### src/rtl/uart_tx_arbiter.sv
// Packet-level arbiter sharing one uart_tx byte transmitter between drive commands (port 0)
// and telemetry (port 1). Grants are held per packet; port 1 gets a starvation guard and a stalled owner is evicted.
module uart_tx_arbiter #(
  parameter int MAX_SKIP     = 4,
  parameter int IDLE_TIMEOUT = 50000
) (
  input  logic       clk_50,
  input  logic       reset,
  input  logic [7:0] s0_data,
  input  logic       s0_valid,
  input  logic       s0_last,
  output logic       s0_ready,
  input  logic [7:0] s1_data,
  input  logic       s1_valid,
  input  logic       s1_last,
  output logic       s1_ready,
  output logic [7:0] tx_data,
  output logic       tx_valid,
  input  logic       tx_ready,
  output logic [1:0] grant,
  output logic [1:0] abort
);

  localparam int SW = (MAX_SKIP < 1) ? 1 : $clog2(MAX_SKIP + 1);
  localparam int TW = $clog2(IDLE_TIMEOUT);
  localparam logic [SW-1:0] SKIP_MAX  = SW'(MAX_SKIP);
  localparam logic [TW-1:0] TIMER_END = TW'(IDLE_TIMEOUT - 1);

  // The state encoding doubles as the one-hot grant output.
  typedef enum logic [1:0] {
    IDLE = 2'b00,
    OWN0 = 2'b01,
    OWN1 = 2'b10
  } state_t;

  state_t          state, state_next;
  logic [SW-1:0]   skip_cnt;
  logic [TW-1:0]   timer;
  logic [1:0]      abort_next;
  logic            own_valid;

  // NOTE: every signal written here gets a default first, so no path leaves it unassigned (no latch).
  always_comb begin
    state_next = state;
    abort_next = 2'b00;
    tx_data    = 8'h00;
    tx_valid   = 1'b0;
    s0_ready   = 1'b0;
    s1_ready   = 1'b0;
    own_valid  = 1'b0;
    case (state)
      IDLE: begin
        if (s0_valid && s1_valid) state_next = (skip_cnt == SKIP_MAX) ? OWN1 : OWN0;
        else if (s0_valid)        state_next = OWN0;
        else if (s1_valid)        state_next = OWN1;
      end
      OWN0: begin
        tx_data   = s0_data;
        tx_valid  = s0_valid;
        s0_ready  = tx_ready;
        own_valid = s0_valid;
        if (s0_valid && tx_ready && s0_last) begin
          state_next = IDLE;
        end else if (!s0_valid && timer == TIMER_END) begin
          state_next = IDLE;
          abort_next = 2'b01;
        end
      end
      OWN1: begin
        tx_data   = s1_data;
        tx_valid  = s1_valid;
        s1_ready  = tx_ready;
        own_valid = s1_valid;
        if (s1_valid && tx_ready && s1_last) begin
          state_next = IDLE;
        end else if (!s1_valid && timer == TIMER_END) begin
          state_next = IDLE;
          abort_next = 2'b10;
        end
      end
      default: state_next = IDLE;
    endcase
  end

  // NOTE: sequential state uses non-blocking assignments; the asynchronous reset drops any partial packet.
  always_ff @(posedge clk_50 or posedge reset) begin
    if (reset) begin
      state    <= IDLE;
      skip_cnt <= '0;
      timer    <= '0;
      abort    <= 2'b00;
    end else begin
      state <= state_next;
      abort <= abort_next;

      if (state == IDLE && state_next == OWN1)
        skip_cnt <= '0;
      else if (state == IDLE && state_next == OWN0 && s1_valid && skip_cnt != SKIP_MAX)
        skip_cnt <= skip_cnt + 1'b1;

      // Only owner-idle cycles age the timer; backpressure with valid held never does.
      if (state == IDLE || own_valid || state_next == IDLE)
        timer <= '0;
      else
        timer <= timer + 1'b1;
    end
  end

  assign grant = state;

endmodule
### config.mk
export PLATFORM = sky130hd
export DESIGN_NAME = uart_tx_arbiter
export DESIGN_NICKNAME = d
export VERILOG_FILES = /design/src/rtl/uart_tx_arbiter.sv
export SDC_FILE = /design/constraint.sdc
export NUM_CORES = 1
export LEC_CHECK = 0
export BUFFER_PORTS_ARGS = -buffer_cell sky130_fd_sc_hd__buf_2
export CORE_MARGIN = 4
export CORE_UTILIZATION = 40
export CTS_BUF_LIST = sky130_fd_sc_hd__clkbuf_4 sky130_fd_sc_hd__clkbuf_8
export DETAILED_ROUTE_END_ITERATION = 10
export PLACE_DENSITY = 0.66
export SYNTH_ARGS = -nofsm -noshare
export SYNTH_HDL_FRONTEND = slang
export SYNTH_SLANG_ARGS = --single-unit
### constraint.sdc
create_clock -name clk_50 -period 4.7 [get_ports clk_50]
set_clock_uncertainty 0.15 [all_clocks]
set_input_delay 1.175 -clock clk_50 [delete_from_list [all_inputs] [get_ports clk_50]]
set_output_delay 1.175 -clock clk_50 [all_outputs]
set_load 0.005 [all_outputs]
==> flow_metrics.env <==
export IMPL_setup_viol=0
export IMPL_hold_class="reg2reg"
export IMPL_clk_pin_slew_ps=80
export IMPL_syn_avg_cell_area_um2=9.742
export IMPL_gp_congestion=0.9293
export IMPL_post_route_period_util_pct=64.45
export IMPL_coreArea_um2=3689
export IMPL_hp_start="timer[0]$_DFF_PP0_"
export IMPL_timing_hold_ws_ps=355.9
export IMPL_maxCapViolCount=0
export IMPL_vias_per_cell=5.418
export IMPL_slowest_delay_ps=160
export IMPL_tightestPinTransition_ps=877.8
export IMPL_critPathLaunchType="input pin"
export IMPL_worst_ep_arrival_time_ps=1700
export IMPL_area_delta_synth_final_pct=17.04
export IMPL_yosys_area_share_simple_pct=30.45
export IMPL_ctsHtreeMaxLevel=1
export IMPL_drtIter0Drc=44
export IMPL_rsz0062_at_grt="false"
export IMPL_avgRoutedWirePerCell_um=14.00
export IMPL_synth_compound_area_share_pct=14.86
export IMPL_startpoint="s0_valid"
export IMPL_drt_wl_total_um=3416
export IMPL_synth_top_family_by_area="simple AND/OR/NAND/NOR gates"
export IMPL_drcViolationCount=0
export IMPL_worst_path_most_repeated_cell="buf_2"
export IMPL_reg2reg_from="timer[11]$_DFF_PP0_"
export IMPL_dr_pass1_iters=4
export IMPL_n_fill_cell=353
export IMPL_finalMaxSlewViolations=0
export IMPL_grt_ovfl_total=0
export IMPL_io_pin_count=38
export IMPL_dpl_hpwl_um=2634
export IMPL_cts_sinks=23
export IMPL_synthCells=159
export IMPL_post_cts_buffers=0
export IMPL_fin_util_pct=49.15
export IMPL_seqCellArea_um2=575.6
export IMPL_p_per_area_nw_per_um2=443.6
export IMPL_initial_utilization_pct=41.99
export IMPL_n_antenna_cell=0
export IMPL_layout_min_cycle_time_ps=3029
export IMPL_rows=22
export IMPL_cts_inserted_buffers=3
export IMPL_tns_ps=0
export IMPL_p_total_w=0.0008042
export IMPL_required_ps=3380
export IMPL_path_class="in2out"
export IMPL_setup_ws_ps=1671
export IMPL_cts_tree="yes"
export IMPL_ys_warnings_count=0
export IMPL_gr_usage_all_layers_pct=13.80
export IMPL_irDropWorstVdd_v=0.0001842
export IMPL_place_ws_ps=1597
export IMPL_grt_pass1_vias=1270
export IMPL_synth_mux_area_fraction_pct=0
export IMPL_outcome="complete, no violations"
export IMPL_die_w_um=70.23
export IMPL_synth_ff_type="dfrtp_1"
export IMPL_fin_nets=227
export IMPL_grt_pass1_wl_um=5720
export IMPL_seq_area_frac_synth_pct=37.16
export IMPL_slew_headroom_pct=41.41
export IMPL_cts_buffer_depth=2
export IMPL_p_leak_nw=0.8348
export IMPL_path_cells="buf_2, a22oi_1, nor2b_1, buf_2"
export IMPL_synth_seq_cells=23
export IMPL_ys_types=39
export IMPL_design_die_area_um2=4932
export IMPL_clock_latency_ps=260
export IMPL_multi_input_comb_area_um2=912.1
export IMPL_synth_nets=189
export IMPL_synth_edf_count=0
export IMPL_drive_above_1_share_pct=32.14
export IMPL_ctsHoldBuffers=0
export IMPL_finalHoldViolations=0
export IMPL_clock_root_buffer="clkbuf_8"
export IMPL_grt_max_degree=24
export IMPL_syn_area_um2=1549
export IMPL_crit_family="buffers and inverters"
export IMPL_async_reset_ff_share_pct=100.0
export IMPL_ant_nets=0
export IMPL_crit_path_end_kind="output pin"
export IMPL_dieHeight_um=70.23
export IMPL_cp_slowest_cell="nor2b_1"
export IMPL_yosys_area_share_adder_pct=5.654
export IMPL_worstPathMaxFanout=7
export IMPL_fmax_ghz=0.3301
export IMPL_crit_buf_inv=2
export IMPL_antenna_found_initial=0
export IMPL_synth_xor_area_share_pct=7.916
export IMPL_cts_resized_gates=0
export IMPL_port_buffers=37
export IMPL_dr_total_vias=1322
-- worst register-to-register path: cells and delay by family, from the launching register on --
kind | cells | cell delay [ps]
AO/OA/AOI/OAI | 2 | 830
AND/OR/NAND/NOR | 3 | 1140
flip-flops | 1 | 420
-- cells by family after synthesis --
group	after synthesis
fa+ha+maj	7
xor+xnor	14
simple gates	75
flops	23
buf+inv	13
compound gates	27
-- worst paths after layout --
check | to | slack (ps) | cells after the start
setup / recovery | tx_valid | 1670 | 4
hold / removal | timer[0]$_DFF_PP0_ | 360 | 1
setup reg to reg | timer[4]$_DFF_PP0_ | 2030 | 5
hold reg to reg | timer[0]$_DFF_PP0_ | 360 | 1
max in group asynchronous | timer[13]$_DFF_PP0_ | 2930 | 2
min in group asynchronous | timer[4]$_DFF_PP0_ | 940 | 2
-- where the power goes --
part           internal, W  switching (W)
sequential        0.000222      0.0000292
clock            0.0000591      0.0000625
combinational     0.000179       0.000252
total             0.000460       0.000344
-- flip-flops by register name (all words and copies together), names as in the netlist --
| register | count |
|---|---|
| grant | 2 |
| abort | 2 |
| skip_cnt | 3 |
| timer | 16 |
-- Yosys cell counts (all sizes together), types with 4 or more instances --
library cell,number,area (µm²)
inv,9,33.78
nand4,5,31.28
xor2,9,78.83
xnor2,5,43.79
nor2,22,107.6
a22oi,9,67.56
nand2,6,22.52
dfrtp,23,575.6
nand3,14,70.07
ha,7,87.58
o211ai,4,43.79
nor2b,11,68.82
-- routing by layer --
| metal | vias to the layer above | wire length (µm) | share of wire [%] | track usage, % |
|---|---|---|---|---|
| met3 | 4 | 267 | 7.8 | 3.597 |
| met2 | 43 | 1521 | 45 | 23.60 |
| li1 | 642 | - | - | - |
| met1 | 633 | 1602 | 47 | 17.28 |
| met4 | 0 | 24 | 0.70 | 3.191 |
| met5 | - | 0 | 0 | 0 |
-- stage by stage --
step / instance area (µm²) / cells
2_1_floorplan: 1549 / 159
3_3_place_gp: 1767 / 240
5_1_grt: 1813 / 244
3_5_place_dp: 1767 / 240
6_report: 1813 / 244
4_1_cts: 1813 / 244
-- area by class of cell --
class | count | share of cell area, %
clock inverter | 1 | 0.2761
sequential | 23 | 31.75
inverter | 9 | 1.863
timing repair buffer | 37 | 10.21
multi-input combinational | 123 | 50.31
clock buffer | 3 | 2.277
tap | 48 | 3.313
-- cell usage in the layout, fill, tap and decap left out, drive strengths merged, types with 2 or more instances in the layout --
cell type / synthesis / routed
and2: 3 / 3
o21ai: 2 / 2
nor2b: 11 / 11
nor3b: 2 / 2
xor2: 9 / 9
nand4b: 3 / 3
and3: 3 / 3
o211ai: 4 / 4
nand4: 5 / 5
a31oi: 2 / 2
a22oi: 9 / 9
nand2: 6 / 6
ha: 7 / 7
inv: 9 / 9
o221ai: 2 / 2
buf: 1 / 37
nor4: 3 / 3
nand3: 14 / 14
nor2: 22 / 22
clkbuf: 3 / 3
dfrtp: 23 / 23
xnor2: 5 / 5
or4b: 2 / 2
Power figures use the tool's default switching activity.
